$ cat src/rtl/cpu_defs.sv
// cpu_defs: shared CPU pipeline type definitions.
//   Stall_t         - per-stage hold vector driven by pipeline_ctrl and
//                     consumed by every inter-stage pipeline register.
//   PipeCtrlState_t - pipeline_ctrl sequencing state.
package cpu_defs;

   typedef struct packed {
      logic stall_pc;
      logic stall_if;
      logic stall_id;
      logic stall_ex;
      logic stall_mm;
      logic stall_wb;
   } Stall_t;

   typedef enum logic {
      PC_RUN,
      PC_MULTI
   } PipeCtrlState_t;

endpackage

$ cat src/rtl/pipeline_ctrl.sv
// pipeline_ctrl: central stall/flush controller.
//   Merges per-stage stall requests into a monotone Stall_t vector,
//   sequences multi-cycle EX operations, and aborts on exception flush.
//   It also keeps a saturating count of cycles in which the PC was held.
// Ports:
//   clk            in   clock
//   rst            in   asynchronous active-high reset
//   id_stall_req   in   load-use hazard from ID (same cycle)
//   ex_multi_start in   EX holds a multi-cycle op in its first cycle
//   mem_stall_req  in   MEM waiting on a bus response
//   flush_req      in   exception/eret from MEM, highest priority
//   stall          out  {pc,if,id,ex,mm,wb} hold vector (combinational)
//   flush          out  kill younger stages (equals flush_req)
//   ex_multi_done  out  pulse in the cycle the multi-cycle op leaves EX
//   stall_cycles   out  saturating count of cycles with stall_pc=1
module pipeline_ctrl
   import cpu_defs::*;
#(
   parameter int unsigned MULTI_CYCLES = 32,
   parameter int unsigned CNT_W        = 32
) (
   input  logic             clk,
   input  logic             rst,
   input  logic             id_stall_req,
   input  logic             ex_multi_start,
   input  logic             mem_stall_req,
   input  logic             flush_req,
   output Stall_t           stall,
   output logic             flush,
   output logic             ex_multi_done,
   output logic [CNT_W-1:0] stall_cycles
);

   // The counter only ever holds MULTI_CYCLES-2 down to 0.
   localparam int unsigned CW = (MULTI_CYCLES > 2) ? $clog2(MULTI_CYCLES - 1) : 1;

   PipeCtrlState_t   r_state;
   PipeCtrlState_t   w_state_nxt;
   logic [CW-1:0]    r_cnt;
   logic [CW-1:0]    w_cnt_nxt;
   logic             w_ex_busy;
   logic [CNT_W-1:0] r_stall_cycles;

   always_ff @(posedge clk or posedge rst) begin
      if (rst) begin
         r_state <= PC_RUN;
         r_cnt   <= '0;
      end else begin
         r_state <= w_state_nxt;
         r_cnt   <= w_cnt_nxt;
      end
   end

   always_comb begin
      w_state_nxt   = r_state;
      w_cnt_nxt     = r_cnt;
      w_ex_busy     = 1'b0;
      ex_multi_done = 1'b0;
      stall         = '0;
      flush         = flush_req;

      case (r_state)
         PC_RUN: begin
            if (ex_multi_start) begin
               w_ex_busy   = 1'b1;
               w_state_nxt = PC_MULTI;
               w_cnt_nxt   = CW'(MULTI_CYCLES - 2);
            end
         end
         PC_MULTI: begin
            // The countdown runs independently of MEM; only the exit waits for it.
            if (r_cnt != '0) begin
               w_ex_busy = 1'b1;
               w_cnt_nxt = r_cnt - CW'(1);
            end else if (mem_stall_req) begin
               w_ex_busy = 1'b1;
            end else begin
               ex_multi_done = 1'b1;
               w_state_nxt   = PC_RUN;
            end
         end
         default: w_state_nxt = PC_RUN;
      endcase

      // Deepest requester sets the depth; earlier stages are always held too.
      if (mem_stall_req || w_ex_busy || id_stall_req) begin
         stall.stall_pc = 1'b1;
         stall.stall_if = 1'b1;
         stall.stall_id = 1'b1;
      end
      if (mem_stall_req || w_ex_busy) stall.stall_ex = 1'b1;
      if (mem_stall_req)              stall.stall_mm = 1'b1;

      if (flush_req) begin
         stall         = '0;
         ex_multi_done = 1'b0;
         w_state_nxt   = PC_RUN;
         w_cnt_nxt     = '0;
      end
   end

   always_ff @(posedge clk or posedge rst) begin
      if (rst) begin
         r_stall_cycles <= '0;
      end else if (stall.stall_pc && (r_stall_cycles != '1)) begin
         r_stall_cycles <= r_stall_cycles + CNT_W'(1);
      end
   end

   assign stall_cycles = r_stall_cycles;

endmodule

$ cat config.mk
export PLATFORM = sky130hd
export DESIGN_NAME = pipeline_ctrl
export DESIGN_NICKNAME = d
export VERILOG_FILES = /design/src/rtl/cpu_defs.sv /design/src/rtl/pipeline_ctrl.sv
export SDC_FILE = /design/constraint.sdc
export NUM_CORES = 1
export LEC_CHECK = 0
export CORE_AREA = 2 2 79 81
export DETAILED_ROUTE_END_ITERATION = 16
export DIE_AREA = 0 0 81 83
export GPL_TIMING_DRIVEN = 0
export PLACE_DENSITY = 0.59
export SETUP_SLACK_MARGIN = 0.1
export SLEW_MARGIN = 20
export SYNTH_ARGS = -nofsm -noshare
export SYNTH_HDL_FRONTEND = slang
export SYNTH_SLANG_ARGS = --single-unit
$ cat constraint.sdc
create_clock -name clk -period 2.5 [get_ports clk]
set_input_delay 0.375 -clock clk [delete_from_list [all_inputs] [get_ports clk]]
set_output_delay 0.375 -clock clk [all_outputs]
set_load 0.01 [all_outputs]
### After elaboration in Yosys (flattened, before gate mapping)

Cells that the tools add are included.

* add/sub/neg operators: 2
* equality and inequality tests: 3
* multiplexer cells: 16
* bitwise gates (word level): 1
* reduce and logical (&&, ||, !) cells: 5

Operators by type and width (number)
* adder 32 x 1 -> 32 bit (second input constant): 1
* inequality test 32 bit (second input constant): 1
* two-way mux 5 bit: 3
* one-hot mux 5 bit (2 select lines): 1
* two-way mux 1 bit: 9
* two-way mux 6 bit: 1
* nonzero test 5 bit: 1
* subtractor 5 x 1 -> 5 bit (second input constant): 1
* two-way mux 3 bit: 1
* inequality test 3 x 2 -> 1 bit (second input constant): 1
* inequality test 3 bit (second input constant): 1
* logical OR 1 bit: 2
* one-hot mux 1 bit (2 select lines): 1
* AND reduction 2 bit: 1
* logical AND 1 bit: 1
* inverter 1 bit: 1

* register bits after elaboration: 38
* bits of input ports: 6
* output and inout port bits: 40
* word-level logic and storage cells: 30

### Logic depth before layout (Yosys ltp)

* depth after elaboration: 8
* gate-level depth with buffers: 8
* depth with buffers taken out: 7

### Worst setup path after synthesis

OpenSTA, ideal clock, no wires.

* path kind: reg2reg
* from: register r_stall_cycles[19], in the netlist stall_cycles[19]
* to: register r_stall_cycles[1], in the netlist stall_cycles[1]
* setup time: 0.125 ns
* arrival time: 1.871 ns
* required time: 2.375 ns
* slack: 0.504 ns
* stages on the path, launching flop included: 6
* path buffers: 1
* clock period less this slack: 1.996 ns
* cells stage by stage: dfrtp_1 > nand4_1 > nor4_4 > a41o_4 > buf_4 > mux2_2

* cells in the longest elaborated chain, start to end: 2

RTL lines
* start, declared: line pipeline_ctrl.sv:42 `logic [CNT_W-1:0] r_stall_cycles;`
* start signal, assigned: line pipeline_ctrl.sv:106 `r_stall_cycles <= r_stall_cycles + CNT_W'(1);`
* inequality test 32 bit: line pipeline_ctrl.sv:105 `end else if (stall.stall_pc && (r_stall_cycles != '1)) begin`
* logical AND 1 bit: line pipeline_ctrl.sv:105

Every way passes these cells.
A chain may end at the register's enable or synchronous reset.

==> reports/qor.yml <==
run_status:
  status: "finished, final reports clean"
cts:
  cts_max_path_buffers: 2
  root_buffer: "clkbuf_8"
  clk_pin_slew_ns: 0.08
  htreeDepth: 2
  cts_made_buffers: 5
  clock-sinks: 38
  cts_tree: "yes"
  insertion_delay_ns: 0.30
sta:
  fmax_mhz: 432
  rsz0062_at_grt: "true"
  slew_headroom_pct: 61.5
  setup_viol: 0
  skew_ns: 0.00849
  slew_violations: 0
  fin_tns_setup_ns: 0
  final.setup.worst_slack_ns: 0.187
  post-route-min-period_ns: 2.31
  tightest_slew_ns: 0.577
  hold_viol_final: 0
  period_share_pct: 92.5
  hold_slack_ns: 0.378
finish:
  diodes: 0
  final_cells: 324
  fin_nets: 256
  fin_util_pct: 46.2
  final_area_um2: 2690
  syn_to_final_growth_pct: 35.4
  drive_gt1_share_pct: 13.7
setup_path:
  startpoint_type: "register"
  path_class: "register to output pin"
  r2r-start: "r_cnt[0]"
  crit_required_ns: 2.12
  critPathArrivalTime_ns: 1.94
  critPathLaunch: "r_cnt[0]"
  endpoint_kind: "output pin"
  cp_max_fo: 4
floorplan:
  core.rowCount: 28
  core_um2: 5820
  die_x_um: 81
  start_util_pct: 34.1
  die_y_um: 83
  ios: 46
  die_area_um2: 6720
route:
  num_vias: 1607
  via_per_inst: 4.96
  wl_per_cell_um: 13.2
  ant_nets: 0
  drt_iter0_markers: 50
  drt_wl_total_mm: 4.28
  remaining_drc_errors: 0
  dr.pass1.iters: 4
grt:
  antenna_found_initial: 0
  grt_pass1_wl_mm: 7.48
  overflow: 0
  grt_pass1_vias: 1574
  grt_usage_pct: 14.2
  grt_start_max_net_pins: 24
synth:
  ys_seq_elements: 38
  synth_area_um2: 1980
  syn-num-nets: 203
  yosys.area.top_type: "dfrtp_1"
  synthCells: 195
  synth_top_area_share_pct: 47.9
  synthDistinctLibCells: 36
  netlist_top_cells_area: "dfrtp_1, xnor2_1, xor2_1, nand4_1, nor2_1"
  synth-seq-area-share_pct: 47.9
  yosys_warnings: 0
  avgSynthCellArea_um2: 10.2
pwr:
  p_seq_share_pct: 46.5
  power_mw: 1.85
  netSwitchingPower_uw: 573
  p_clk_share_pct: 27.6
  p_int_mw: 1.27
  power-per-cell-area_nw_per_um2: 687
  peakVddDrop_v: 0.000410
  switching_share_pct: 31.0
  combPwrFrac_pct: 26.0
  p_leak_nw: 1.11
worst_hold_path:
  hold_path_class: "input pin to asynchronous set/reset pin"
placement:
  placed_area_um2: 2530
  hpwl_mm: 3.09
  globalplace.congestion: 0.832
  pre_cts_slack_ns: -0.0715
  dp.cells: 314
  io_buffers: 43
flow_run:
  max_cap_violations: 0
==> power groups by stage <==
stage | Clock (mW) | Sequential [mW] | Combinational [mW]
after floorplan | 0 | 0.875 | 0.204
after global placement | 0 | 0.866 | 0.468
after detailed placement | 0 | 0.865 | 0.479
after CTS | 0.529 | 0.857 | 0.486
after global routing | 0.560 | 0.887 | 0.524
final | 0.509 | 0.857 | 0.479
==> per-layer routing <==
metal / global-route usage, % / wire, um / vias up
li1: - / - / 797
met1: 19.8 / 1970 / 766
met2: 21.0 / 2040 / 38
met3: 3.59 / 198 / 6
met4: 5.24 / 70 / 0
met5: 0 / 0 / -
==> layout by cell type, fill, tap and decap left out, drive strengths merged <==
master	Yosys	routed
clkinv	0	2
dlymetal6s2s	0	1
nor2b	1	1
conb	1	1
nor3b	1	1
and4	2	2
nand2b	1	1
xor2	13	13
or4b	1	1
and2b	1	1
ha	2	2
a21oi	4	4
dfrtp	38	38
a2111oi	2	2
nor4b	1	1
nand3	13	13
mux2	1	1
and3	4	4
nor2	19	19
a311oi	1	1
nand2	14	14
xnor2	17	17
clkdlybuf4s50	0	38
a221o	1	1
buf	5	8
or2	3	3
clkbuf	1	6
o21ai	3	3
or4	1	1
inv	9	9
bufinv	0	1
nor4	8	8
nand4	15	15
a41o	1	1
nor3	10	10
dlygate4sd2	0	4
a31oi	1	1
==> path summary, 6_finish.rpt <==
path / to / slack [ns] / cells past startpoint
setup / recovery: stall[2] / 0.19 / 7
hold / removal: r_cnt[4] / 0.38 / 2
setup reg to reg: stall_cycles[31] / 0.25 / 8
hold reg to reg: stall_cycles[23] / 0.51 / 1
max in group asynchronous: stall_cycles[4] / 1.68 / 3
min in group clk: r_cnt[2] / 0.49 / 2
==> state kept, by name, summed over array words and instances (netlist names) <==
| register | cells |
|---|---|
| r_state | 1 |
| r_cnt | 5 |
| stall_cycles | 32 |
==> Yosys cell counts (all sizes together) <==
cell type  instances
and4               2
ha                 2
a31oi              1
o21ai              3
dfrtp             38
a41o               1
nand3             13
nand2b             1
a2111oi            2
clkbuf             1
nor3              10
nor3b              1
or4b               1
and2b              1
a221o              1
nor4               8
a311oi             1
mux2               1
and3               4
conb               1
inv                9
nand4             15
nor2b              1
a21oi              4
nor2              19
nand2             14
or2                3
nor4b              1
or4                1
buf                5
xor2              13
xnor2             17
==> critical path: stages, from the launching register on <==
cell and delay, ns:
dfrtp_1 0.39, inv_1 0.08, ha_1 0.18, nand2_2 0.11, nor4_4 0.36, nor3_1 0.08
or2_2 0.28, dlymetal6s2s_1 0.17
==> timing repair <==
| action | in CTS | in global routing |
|---|---|---|
| hold buffers | 0 | 0 |
| buffers inserted | 2 | 0 |
| pin swaps | 1 | 1 |
| resized for setup | 7 | 3 |
| endpoints found under the setup margin | 5 | 6 |
==> kinds of logic after synthesis <==
kind of cell             synth area share, %
AND/OR/NAND/NOR                         27.0
flip-flops                              47.9
XOR/XNOR                                13.2
buffers and inverters                   3.79
AO/OA/AOI/OAI                           5.99
adder cells (fa/ha/maj)                 1.26
other                                  0.189
multiplexers                           0.568
==> area by class of cell <==
type / count / area (um2)
buffer: 6 / 41.3
clock buffer: 5 / 68.8
clock inverter: 3 / 40.0
fill: 590 / 3130
inverter: 9 / 33.8
multi-input combinational: 142 / 986
sequential: 38 / 951
tap: 75 / 93.8
timing repair buffer: 46 / 470
(Power assumes the default switching activity.)
